### src/rtl/sn_stream_decoder_if.sv
// -----------------------------------------------------------------------------
// sn_stream_decoder_if
//
// Bundles the sample stream, the start/continuous/window-select controls and
// the busy/done/count/bipolar results of the stochastic stream decoder.
//
//   sn_bit      stochastic bitstream bit
//   sn_valid    sn_bit carries a sample this cycle
//   start       level request to begin a window (ignored while busy)
//   continuous  sampled at window end; 1 = restart with no gap
//   win_sel     window exponent, L = 2^min(win_sel, MAX_LOG2)
//   busy        window in progress
//   done        one-cycle strobe, count/bipolar updated on the same cycle
//   count       ones in the last completed window (0..L)
//   bipolar     two's-complement 2*count - L of the last completed window
//
// master : the stream source / controller
// slave  : the decoder
// -----------------------------------------------------------------------------
interface sn_stream_decoder_if #(
  parameter int unsigned MAX_LOG2 = 8
);
  logic                  sn_bit;
  logic                  sn_valid;
  logic                  start;
  logic                  continuous;
  logic [3:0]            win_sel;
  logic                  busy;
  logic                  done;
  logic [MAX_LOG2:0]     count;
  logic [MAX_LOG2+1:0]   bipolar;

  modport master (
    output sn_bit, sn_valid, start, continuous, win_sel,
    input  busy, done, count, bipolar
  );

  modport slave (
    input  sn_bit, sn_valid, start, continuous, win_sel,
    output busy, done, count, bipolar
  );
endinterface

### src/rtl/sn_stream_decoder.sv
// -----------------------------------------------------------------------------
// sn_stream_decoder
//
// Stochastic-to-binary decoder. Counts the 1s of a serial stochastic bitstream
// over a window of L = 2^min(win_sel, MAX_LOG2) valid samples and publishes
// the unipolar count (and optionally the bipolar value 2*count - L) together
// with a one-cycle done strobe. A window is started by start (IDLE only) and
// can chain back-to-back when continuous is high at the window end.
//
// Ports:
//   clk    rising-edge clock
//   rst_n  asynchronous active-low reset; release is expected to be
//          synchronous to clk (driven from a reset synchroniser upstream)
//   bus    sn_stream_decoder_if.slave (stream in, control in, results out)
//
// Parameters:
//   MAX_LOG2  largest window exponent; maximum window 2^MAX_LOG2 samples
//
// Configuration macro:
//   SN_DEC_BIPOLAR_EN  when defined, bipolar is computed and registered on
//                      done; otherwise the port is tied to zero and no
//                      subtractor or register exists.
// -----------------------------------------------------------------------------
module sn_stream_decoder #(
  parameter int unsigned MAX_LOG2 = 8
) (
  input  logic                 clk,
  input  logic                 rst_n,
  sn_stream_decoder_if.slave   bus
);

  localparam int unsigned CNT_W = MAX_LOG2 + 1;
  localparam int unsigned BIP_W = MAX_LOG2 + 2;
  // Largest exponent that win_sel (4 bits) can express after clamping.
  localparam logic [3:0]  MAX_SEL = (MAX_LOG2 > 15) ? 4'd15 : 4'(MAX_LOG2);

  typedef enum logic {
    ST_IDLE = 1'b0,
    ST_RUN  = 1'b1
  } state_e;

  state_e             state_q,   state_d;
  logic [3:0]         l_exp_q,   l_exp_d;
  logic [CNT_W-1:0]   ones_q,    ones_d;
  logic [CNT_W-1:0]   samples_q, samples_d;
  logic               busy_q,    busy_d;
  logic               done_q,    done_d;
  logic [CNT_W-1:0]   count_q,   count_d;
`ifdef SN_DEC_BIPOLAR_EN
  logic [BIP_W-1:0]   bipolar_q, bipolar_d;
`endif

  logic [3:0]         l_exp_sel;
  logic [CNT_W-1:0]   win_len;
  logic [CNT_W-1:0]   last_idx;
  logic [CNT_W-1:0]   ones_next;

  // Exponent to latch at a window start; out-of-range selects clamp to max.
  assign l_exp_sel = (bus.win_sel > MAX_SEL) ? MAX_SEL : bus.win_sel;

  // L = 2^l_exp fits in CNT_W bits, so L-1 is the index of the final sample.
  assign win_len   = CNT_W'(1) << l_exp_q;
  assign last_idx  = win_len - CNT_W'(1);

  // Running total including the current sample; used both to accumulate and
  // to publish the result so the final sample of a window is counted.
  assign ones_next = ones_q + CNT_W'(bus.sn_bit);

  // NOTE: every _d gets a hold/default value before the case statement, so no
  // path leaves a signal unassigned and no latch is inferred.
  always_comb begin
    state_d   = state_q;
    l_exp_d   = l_exp_q;
    ones_d    = ones_q;
    samples_d = samples_q;
    busy_d    = busy_q;
    done_d    = 1'b0;
    count_d   = count_q;
`ifdef SN_DEC_BIPOLAR_EN
    bipolar_d = bipolar_q;
`endif

    unique case (state_q)
      ST_IDLE: begin
        if (bus.start) begin
          l_exp_d   = l_exp_sel;
          ones_d    = '0;
          samples_d = '0;
          busy_d    = 1'b1;
          state_d   = ST_RUN;
        end
      end

      ST_RUN: begin
        // start is deliberately not looked at here: it is neither honoured
        // nor remembered while a window is open.
        if (bus.sn_valid) begin
          if (samples_q == last_idx) begin
            count_d   = ones_next;
`ifdef SN_DEC_BIPOLAR_EN
            // 2*count - L; BIP_W bits hold the full range -L..+L.
            bipolar_d = {ones_next, 1'b0} - BIP_W'(win_len);
`endif
            done_d    = 1'b1;
            ones_d    = '0;
            samples_d = '0;
            if (bus.continuous) begin
              // Back-to-back window: next valid sample opens it, using the
              // window select present right now.
              l_exp_d = l_exp_sel;
            end else begin
              busy_d  = 1'b0;
              state_d = ST_IDLE;
            end
          end else begin
            ones_d    = ones_next;
            samples_d = samples_q + CNT_W'(1);
          end
        end
      end

      default: begin
        state_d = ST_IDLE;
        busy_d  = 1'b0;
      end
    endcase
  end

  // NOTE: state is updated with non-blocking assignments only, so every flop
  // samples the pre-edge value of every other flop regardless of order.
  // NOTE: all flops, including the accumulators, are reset; a reset in the
  // middle of a window must discard it without ever producing a done.
  always_ff @(posedge clk or negedge rst_n) begin
    if (!rst_n) begin
      state_q   <= ST_IDLE;
      l_exp_q   <= '0;
      ones_q    <= '0;
      samples_q <= '0;
      busy_q    <= 1'b0;
      done_q    <= 1'b0;
      count_q   <= '0;
`ifdef SN_DEC_BIPOLAR_EN
      bipolar_q <= '0;
`endif
    end else begin
      state_q   <= state_d;
      l_exp_q   <= l_exp_d;
      ones_q    <= ones_d;
      samples_q <= samples_d;
      busy_q    <= busy_d;
      done_q    <= done_d;
      count_q   <= count_d;
`ifdef SN_DEC_BIPOLAR_EN
      bipolar_q <= bipolar_d;
`endif
    end
  end

  assign bus.busy  = busy_q;
  assign bus.done  = done_q;
  assign bus.count = count_q;
`ifdef SN_DEC_BIPOLAR_EN
  assign bus.bipolar = bipolar_q;
`else
  assign bus.bipolar = '0;
`endif

endmodule

### src/flat_wrapper.sv
// flat-port wrapper written by rule: the top's interface ports become plain ports
module sn_stream_decoder_flat 
#(
  parameter int unsigned MAX_LOG2 = 8
)
  (clk, rst_n, bus_sn_bit, bus_sn_valid, bus_start, bus_continuous, bus_win_sel, bus_busy, bus_done, bus_count, bus_bipolar);
  sn_stream_decoder_if #(.MAX_LOG2(MAX_LOG2)) bus_i ();
  input  logic clk;
  input  logic rst_n;
  input wire logic [$bits(bus_i.sn_bit)-1:0] bus_sn_bit;
  input wire logic [$bits(bus_i.sn_valid)-1:0] bus_sn_valid;
  input wire logic [$bits(bus_i.start)-1:0] bus_start;
  input wire logic [$bits(bus_i.continuous)-1:0] bus_continuous;
  input wire logic [$bits(bus_i.win_sel)-1:0] bus_win_sel;
  output wire logic [$bits(bus_i.busy)-1:0] bus_busy;
  output wire logic [$bits(bus_i.done)-1:0] bus_done;
  output wire logic [$bits(bus_i.count)-1:0] bus_count;
  output wire logic [$bits(bus_i.bipolar)-1:0] bus_bipolar;
  assign bus_i.sn_bit = bus_sn_bit;
  assign bus_i.sn_valid = bus_sn_valid;
  assign bus_i.start = bus_start;
  assign bus_i.continuous = bus_continuous;
  assign bus_i.win_sel = bus_win_sel;
  assign bus_busy = bus_i.busy;
  assign bus_done = bus_i.done;
  assign bus_count = bus_i.count;
  assign bus_bipolar = bus_i.bipolar;
  sn_stream_decoder #(.MAX_LOG2(MAX_LOG2)) u_core (.clk(clk), .rst_n(rst_n), .bus(bus_i));
endmodule
### config.mk
export PLATFORM = sky130hd
export DESIGN_NAME = sn_stream_decoder_flat
export DESIGN_NICKNAME = d
export VERILOG_FILES = /design/src/rtl/sn_stream_decoder_if.sv /design/src/rtl/sn_stream_decoder.sv /design/src/flat_wrapper.sv
export SDC_FILE = /design/constraint.sdc
export NUM_CORES = 1
export LEC_CHECK = 0
export ABC_AREA = 0
export CORE_UTILIZATION = 45
export DETAILED_ROUTE_END_ITERATION = 8
export DONT_BUFFER_PORTS = 1
export PLACE_DENSITY_LB_ADDON = 0.25
export RECOVER_POWER = 100
export SLEW_MARGIN = 20
export SYNTH_ARGS = -nofsm -noshare
export SYNTH_HDL_FRONTEND = slang
export SYNTH_SLANG_ARGS = --single-unit
### constraint.sdc
create_clock -name clk -period 3 [get_ports clk]
set_input_delay 0.15 -clock clk [delete_from_list [all_inputs] [get_ports clk]]
set_output_delay 0.15 -clock clk [all_outputs]
set_load 0.005 [all_outputs]
* Yosys cells after proc, flatten, opt, wreduce, memory -nomap -nowiden
Index checks and enable logic that the tools add are counted.
** Storage, ports and cells
- Register bits after elaboration :: 34
- Bits of input ports :: 10
- Output and inout port bits :: 21
- Logic and storage cells :: 49
** Operators by class
- Add/sub/neg operators :: 3
- $lt $le $gt $ge :: 1
- Eq/ne operators :: 6
- Shift operators :: 1
- Multiplexer cells :: 26
- Bitwise gates (word level) :: 1
- Reduce and logical (&&, ||, !) cells :: 4
** Operator list (number)
- 9-bit 2-to-1 mux :: 5
- 9-bit case mux with 2 select lines :: 2
- 4-bit 2-to-1 mux :: 5
- 1-bit 2-to-1 mux :: 11
- 2-bit != test (second input constant) :: 5
- 9-bit by 1-bit adder with 9-bit output :: 1
- 9-bit by 1-bit adder with 9-bit output (second input constant) :: 1
- 9-bit == test :: 1
- 1-bit by 4-bit << shifter with 9-bit output (first input constant) :: 1
- 9-bit by 1-bit subtractor with 9-bit output (second input constant) :: 1
- 4-bit case mux with 2 select lines :: 1
- 4-bit AND reduction :: 2
- 4-bit greater-than comparator (second input constant) :: 1
- 1-bit case mux with 2 select lines :: 2
- 3-bit AND reduction :: 1
- 2-bit AND reduction :: 1
- 1-bit NOT :: 1

* Longest topological paths before layout
Gate-level depths: netlist of the first run.
- Depth after elaboration :: 6
- Mapped depth :: 13
- Mapped depth without buffers :: 10

* Worst setup path after synthesis of the first run
Ideal clock, no wire load.
- Path kind :: register to register
- From :: reg u_core.l_exp_q[1]
- To :: reg u_core.count_q[0], in the netlist u_core.bus.count[0]
- Library setup time :: 0.125 ns
- Data arrival time :: 2.885 ns
- Data required time :: 2.875 ns
- Path slack :: -0.010 ns
- Stages on the path, launching flop included :: 13
- Path buffers :: 3
- Period minus slack after synthesis :: 3.010 ns
- Cells stage by stage :: dfrtp_1 > buf_2 > nor2_2 > nand2_1 > ha_1 > clkbuf_1 > xnor2_1 > xnor2_1 > or4_1 > or3b_1 > or2_4 > buf_6 > mux2_4
** Between the ends
- Longest elaborated chain between the ends :: 4
** Ends and longest elaborated chain
- from (decl) :: line sn_stream_decoder.sv:43 : logic [3:0] l_exp_q, l_exp_d;
- from (signal assigned) :: line sn_stream_decoder.sv:147 : l_exp_q <= l_exp_d;
- 1-bit by 4-bit << shifter with 9-bit output :: line sn_stream_decoder.sv:62 : assign win_len = CNT_W'(1) << l_exp_q;
- 9-bit by 1-bit subtractor with 9-bit output :: line sn_stream_decoder.sv:63 : assign last_idx = win_len - CNT_W'(1);
- 9-bit == test :: line sn_stream_decoder.sv:98 : if (samples_q == last_idx) begin
- 3-bit AND reduction (no line)
- to (signal assigned) :: line sn_stream_decoder.sv:152 : count_q <= count_d;
- to (decl) :: line sn_stream_decoder.sv:48 : logic [CNT_W-1:0] count_q, count_d;
Every way passes these cells.
A chain may end at the register's enable or synchronous reset.

* Worst setup path in the final report of the first run
- From :: reg u_core.l_exp_q[2]
- To :: reg u_core.count_q[8], in the netlist u_core.bus.count[8]
The elaborated chain is that of the path after synthesis.

==> impl_metrics.tcl, run 1 <==
set metrics [dict create \
    multi_input_area_mm2 0.001149 \
    slew_headroom_pct -21.73 \
    path_clk_slew_ns 0.07 \
    critPathSlowestCell "or4_1" \
    fin_crit_sh_pct 97.60 \
    yosys_warnings 0 \
    cts.sinks 34 \
    antenna_found_initial 0 \
    power.density_mw_per_mm2 887.4 \
    cp_top_family "simple AND/OR/NAND/NOR gates" \
    synth-xor-area-share_pct 7.974 \
    syn_to_final_growth_pct 9.412 \
    status "finished with violations" \
    synth_flop_cell "dfrtp_1" \
    grt_pass1_vias 1484 \
    ant_nets 0 \
    num_vias 1510 \
    die_w_um 70.10 \
    max_stage_delay_ns 0.50 \
    worstSetupEndpointType "flop" \
    min_period_ns 2.928 \
    p_leak_nw 1.049 \
    grt_overflow 0 \
    ys_ff_latch 34 \
    synth_edf_count 0 \
    num_antenna_cells 0 \
    synth_adder_area_share_pct 2.398 \
    slew_violations 35 \
    postCtsSetupBuffers 0 \
    cts_tree "yes" \
    die-area_mm2 0.004914 \
    syn_inst 205 \
    setup_violations 0 \
    via_per_inst 5.677 \
    synth_top_area_cell "dfrtp_1" \
    critPathKind "reg2reg" \
    yosysSeqAreaShare_pct 40.77 \
    synthDistinctLibCells 51 \
    synth-simple-area-share_pct 19.06 \
    worst_pin_slew_ns 1.826 \
    final-hold-violation-count 0 \
    grt_first_pass_wirelength_um 7134 \
    r2r_slack_ns 0.07 \
    drt-initial-drc-count 73 \
    crit_chain "nor2_2 -> nand3b_1 -> ha_4 -> xor2_1 -> o311ai_1 -> or4_1 -> or3b_4 -> or2_4 -> mux2_4" \
    io_pins 31 \
    cts_root_buf "clkbuf_8" \
    seqCellArea_um2 850.8 \
    cts_buffers 5 \
    synth_top_area_share_pct 40.77 \
    first_pass_iters 4 \
    clk_latency_ns 0.29 \
    tns_ns 0 \
    min_path_type "in2reg" \
    worst-path-max-fanout 6 \
    rows 24 \
    ctsHtreeMaxLevel 2 \
    async_flop_share_pct 100.0 \
    gp_congestion 0.8364 \
    fillCellCount 401 \
    crit_buf_inv 0 \
    synth_top_family_by_area "simple AND/OR/NAND/NOR gates" \
    violations "max-capacitance violations, max-slew violations" \
    peakVddDrop_mv 0.3536 \
    io_buffers 0 \
    wl_per_cell_um 16.15 \
    final_util_pct 51.73 \
    startpoint_type "flop" \
    crit_arrival_ns 3.09 \
    die_y_um 70.10 \
    wl_um 4296 \
    clock_path_buffers 2 \
    synth_compound_area_share_pct 13.25 \
    hpwl_um 3030 \
    synth.area.mux_share_pct 8.993 \
    groute.usage.overall_pct 18.91 \
    fmaxAchievable_ghz 0.3415 \
    synth.area.top_cells "dfrtp_1 41%, mux2_4 5.8%, xor2_1 4.2%" \
    grt_max_degree 35 \
    syn_area_mm2 0.002087 \
    worstPathRequired_ns 3.16 \
    finalNetCount 228 \
    initial_core_util_pct 47.28 \
    fin_skew_ns 0.01065 \
    drive_gt1_share_pct 19.63 \
    rsz0062_at_grt "yes" \
    synth_area_per_cell_um2 10.18 \
    maxCapViolations 1 \
    core_area_mm2 0.004414 \
    drc_errors 0 \
]
==> worst register-to-register path: stages, from the launching register on <==
cell and delay, ns:
dfrtp_1 0.39, nor2_2 0.17, nand3b_1 0.14, ha_4 0.29, xor2_1 0.13, o311ai_1 0.10
or4_1 0.50, or3b_4 0.45, or2_4 0.33, mux2_4 0.31
==> worst paths after layout <==
check,from,cells after the start,to
min in group asynchronous,rst_n,2,u_core.bus.count[7]$_DFFE_PN0P_
hold / removal,bus_win_sel[3],1,u_core.l_exp_q[3]$_DFFE_PN0P_
setup reg to reg,u_core.l_exp_q[2]$_DFFE_PN0P_,9,u_core.bus.count[8]$_DFFE_PN0P_
hold reg to reg,u_core.ones_q[8]$_DFFE_PN0P_,1,u_core.ones_q[8]$_DFFE_PN0P_
setup / recovery,u_core.l_exp_q[2]$_DFFE_PN0P_,9,u_core.bus.count[8]$_DFFE_PN0P_
max in group asynchronous,rst_n,2,u_core.l_exp_q[2]$_DFFE_PN0P_
==> placed cells by master (no fill, tap or decap), types with 3 or more instances in the layout <==
cell,instances
dfrtp_1,34
nor2_1,19
nand2_1,16
xor2_1,10
conb_1,10
xnor2_1,9
buf_4,9
mux2_4,8
nor2b_1,7
nand3_1,6
nand4_1,6
mux2_2,6
clkbuf_8,6
a22o_1,5
o21ai_0,4
a21boi_0,4
nor3_1,3
inv_1,3
o211ai_1,3
ha_1,3
==> per-layer routing <==
layer	vias up	global-route usage, %	routed length, um
li1	722	-	-
met1	745	22.85	1900
met2	37	30.45	2119
met3	6	5.916	205
met4	0	9.333	71
met5	-	0	0
==> sequential cells by signal, indices dropped and copies added, names as in the netlist <==
signal	cells
u_core.bus.busy	1
u_core.bus.count	9
u_core.bus.done	1
u_core.l_exp_q	4
u_core.ones_q	9
u_core.samples_q	9
u_core.state_q	1
==> synth_stat cells (2+ instances only) <==
cell and count:
dfrtp_1 34, nor2_1 19, nand2_1 16, buf_4 10, xor2_1 10, xnor2_1 9
mux2_4 8, nor2b_1 7, mux2_2 6, nand3_1 6, nand4_1 6, a22o_1 5
a21boi_0 4, clkbuf_1 4, ha_1 4, o21ai_0 4, a21oi_1 3, buf_2 3
buf_6 3, inv_1 3, nor3_1 3, nor3b_1 3, o211ai_1 3, a21o_1 2
a221oi_1 2, and3_1 2, or3_1 2
==> stage by stage <==
step	worst slack, ns	hold WS, ns	std cells	cell area, um2	power (mW)
finish	0.07194	0.01868	266	2283	2.026
global route	-0.06528	0.01344	266	2283	2.177
global placement	0.1176	-0.1449	255	2115	1.506
detailed placement	0.05127	-0.1451	255	2115	1.546
CTS	0.01331	0.003246	264	2257	1.993
floorplan	0.01960	-0.1456	214	2122	1.381
==> where the power goes <==
group	switching (mW)	internal [mW]
Combinational	0.397	0.449
Sequential	0.165	0.589
Clock	0.161	0.266
==> kinds of logic after synthesis <==
kind of cell,after synthesis
XOR/XNOR,19
buffers and inverters,24
AO/OA/AOI/OAI,35
other,1
multiplexers,14
flip-flops,34
adder cells (fa/ha/maj),4
AND/OR/NAND/NOR,74
==> layout make-up <==
type | instances | share of cell area [%]
multi-input combinational | 157 | 50.30
sequential | 34 | 37.26
tap | 52 | 2.849
clock inverter | 1 | 1.315
inverter | 4 | 0.6575
clock buffer | 6 | 3.616
timing repair buffer | 12 | 4.000
==> timing repair <==
| item | 4_1_cts | 5_1_grt |
|---|---|---|
| gates resized for setup | 0 | 7 |
| hold endpoints to repair | 34 | 1 |
| setup endpoints to repair | 0 | 27 |
| hold buffers | 2 | 1 |
No activity file was read; power rests on OpenSTA's default activity.
==> run 2: changes to the inputs <==
- BUFFER_PORTS_ARGS: unset -> -buffer_cell sky130_fd_sc_hd__clkbuf_2
- CORE_MARGIN: unset -> 3
- DONT_BUFFER_PORTS: 1 -> unset
==> impl_metrics.tcl, run 2 (synthesized netlist as in run 1, its figures left out) <==
set metrics [dict create \
    cts_buffers 5 \
    drt-initial-drc-count 81 \
    first_pass_iters 4 \
    worst_pin_slew_ns 1.822 \
    die-area_mm2 0.005491 \
    die_y_um 74.10 \
    fmaxAchievable_ghz 0.3416 \
    setup_violations 0 \
    ant_nets 0 \
    startpoint_type "flop" \
    fin_crit_sh_pct 97.57 \
    final_util_pct 53.17 \
    grt_first_pass_wirelength_um 7093 \
    grt_pass1_vias 1447 \
    cts_root_buf "clkbuf_8" \
    placedCellCount 275 \
    crit_chain "nor2_2 -> nand3b_1 -> ha_1 -> xor2_1 -> o311ai_1 -> or4_1 -> or3b_4 -> or2_4 -> mux2_4" \
    status "finished with violations" \
    seq_power_share_pct 38.4 \
    violations "max-capacitance violations, max-slew violations" \
    via_per_inst 5.446 \
    finalNetCount 248 \
    hpwl_um 2979 \
    final_cell_mix "34 x dfrtp_1, 19 x nor2_1, 16 x nand2_1, 16 x clkbuf_2, 11 x buf_4" \
    cp_top_family "simple AND/OR/NAND/NOR gates" \
    num_antenna_cells 0 \
    wl_um 4156 \
    p_leak_nw 1.117 \
    clk_latency_ns 0.28 \
    worstSetupEndpointType "flop" \
    io_buffers 20 \
    comb_power_share_pct 43.8 \
    grt_overflow 0 \
    drive_gt1_share_pct 24.68 \
    groute.usage.overall_pct 16.92 \
    p_switching_mw 0.7152 \
    clock_path_buffers 2 \
    maxCapViolations 1 \
    die_w_um 74.10 \
    p_sw_share_pct 36.86 \
    fin_cells 287 \
    initial_core_util_pct 47.28 \
    peakVddDrop_mv 0.3431 \
    critPathKind "reg2reg" \
    slew_headroom_pct -21.45 \
    rsz0062_at_grt "yes" \
    worstPathRequired_ns 3.16 \
    worst-path-max-fanout 6 \
    tns_ns 0 \
    path_clk_slew_ns 0.07 \
    drc_errors 0 \
    fillCellCount 419 \
    crit_arrival_ns 3.09 \
    crit_buf_inv 0 \
    rows 24 \
    slew_violations 35 \
    wl_per_cell_um 14.48 \
    io_pins 31 \
    ctsHtreeMaxLevel 2 \
    grt_max_degree 35 \
    cts.sinks 34 \
    num_vias 1563 \
    core_area_mm2 0.004414 \
    gp_congestion 0.8167 \
    fin_skew_ns 0.007991 \
    syn_to_final_growth_pct 12.47 \
    power.share.clock_pct 17.8 \
    min_path_type "in2reg" \
    mostFrequentLayoutCell "dfrtp_1" \
    max_stage_delay_ns 0.55 \
    min_period_ns 2.927 \
    p_int_mw 1.225 \
    critPathSlowestCell "or4_1" \
    final-hold-violation-count 0 \
    cts_tree "yes" \
    antenna_found_initial 0 \
    power.density_mw_per_mm2 826.5 \
]
-- run 2: changes by cell type in the layout (fill, tap and decap cells not counted), moves of 2 or more --
cell,change
clkbuf_2,+16
buf_4,+2
a21oi_2,-2
clkbuf_1,+4
-- run 2: worst register-to-register path: stages, from the launching register on --
cell      delay, ns
dfrtp_1        0.38
nor2_2         0.15
nand3b_1       0.10
ha_1           0.31
xor2_1         0.13
o311ai_1       0.11
or4_1          0.55
or3b_4         0.45
or2_4          0.33
mux2_4         0.31
-- run 2: final cells by class --
| type | count | area [um2] | share of cell area, % |
|---|---|---|---|
| clock buffers | 7 | 86.33 | 3.678 |
| clock inverters | 1 | 5.005 | 0.2132 |
| inverters | 4 | 15.01 | 0.6397 |
| multi-input cells | 157 | 1137 | 48.45 |
| flip-flops and latches | 34 | 850.8 | 36.25 |
| well taps | 52 | 65.06 | 2.772 |
| repair buffers | 32 | 187.7 | 7.996 |
-- run 2: repair_timing --
item	CTS	global route
hold endpoints to repair	24	0
hold buffers	1	0
setup buffers	0	2
gates resized for setup	0	5
endpoints found under the setup margin	0	19
-- run 2: path summary, 6_finish.rpt --
path / start / end / slack, ns / depth (start not counted)
worst max register to register: u_core.l_exp_q[1]$_DFFE_PN0P_ / u_core.bus.count[1]$_DFFE_PN0P_ / 0.07 / 9
min in group asynchronous: rst_n / u_core.samples_q[2]$_DFFE_PN0P_ / 0.90 / 2
worst min-delay path: bus_continuous / u_core.bus.busy$_DFFE_PN0P_ / 0.16 / 2
worst max-delay path: u_core.l_exp_q[1]$_DFFE_PN0P_ / u_core.bus.count[1]$_DFFE_PN0P_ / 0.07 / 9
worst min register to register: u_core.bus.busy$_DFFE_PN0P_ / u_core.bus.busy$_DFFE_PN0P_ / 0.51 / 1
max in group asynchronous: rst_n / u_core.l_exp_q[3]$_DFFE_PN0P_ / 1.05 / 2
-- run 2: stage by stage --
stage / setup WS, ns / hold slack (ns) / power (mW) / cell area (um2)
floorplan: 0.01960 / -0.1456 / 1.381 / 2122
global placement: 0.1115 / 0.2955 / 1.576 / 2215
detailed placement: 0.04326 / 0.3024 / 1.595 / 2215
CTS: 0.02485 / 0.1485 / 1.951 / 2316
global route: -0.06824 / 0.1567 / 2.108 / 2347
finish: 0.07290 / 0.1603 / 1.940 / 2347
-- run 2: layer usage --
| layer | up-vias | track usage [%] | wire [um] |
|---|---|---|---|
| met5 | - | 0 | 0 |
| met4 | 0 | 6.036 | 61 |
| met3 | 6 | 3.784 | 194 |
| met2 | 41 | 26.18 | 1926 |
| met1 | 746 | 23.34 | 1973 |
| li1 | 770 | - | - |
-- run 2: power by group through the flow --
stage	sequential, mW	combinational, mW	clock, mW
after global placement	0.752	0.824	0
after global routing	0.771	0.954	0.383
after floorplan	0.707	0.674	0
after detailed placement	0.752	0.844	0
final	0.745	0.850	0.345
after CTS	0.745	0.847	0.358
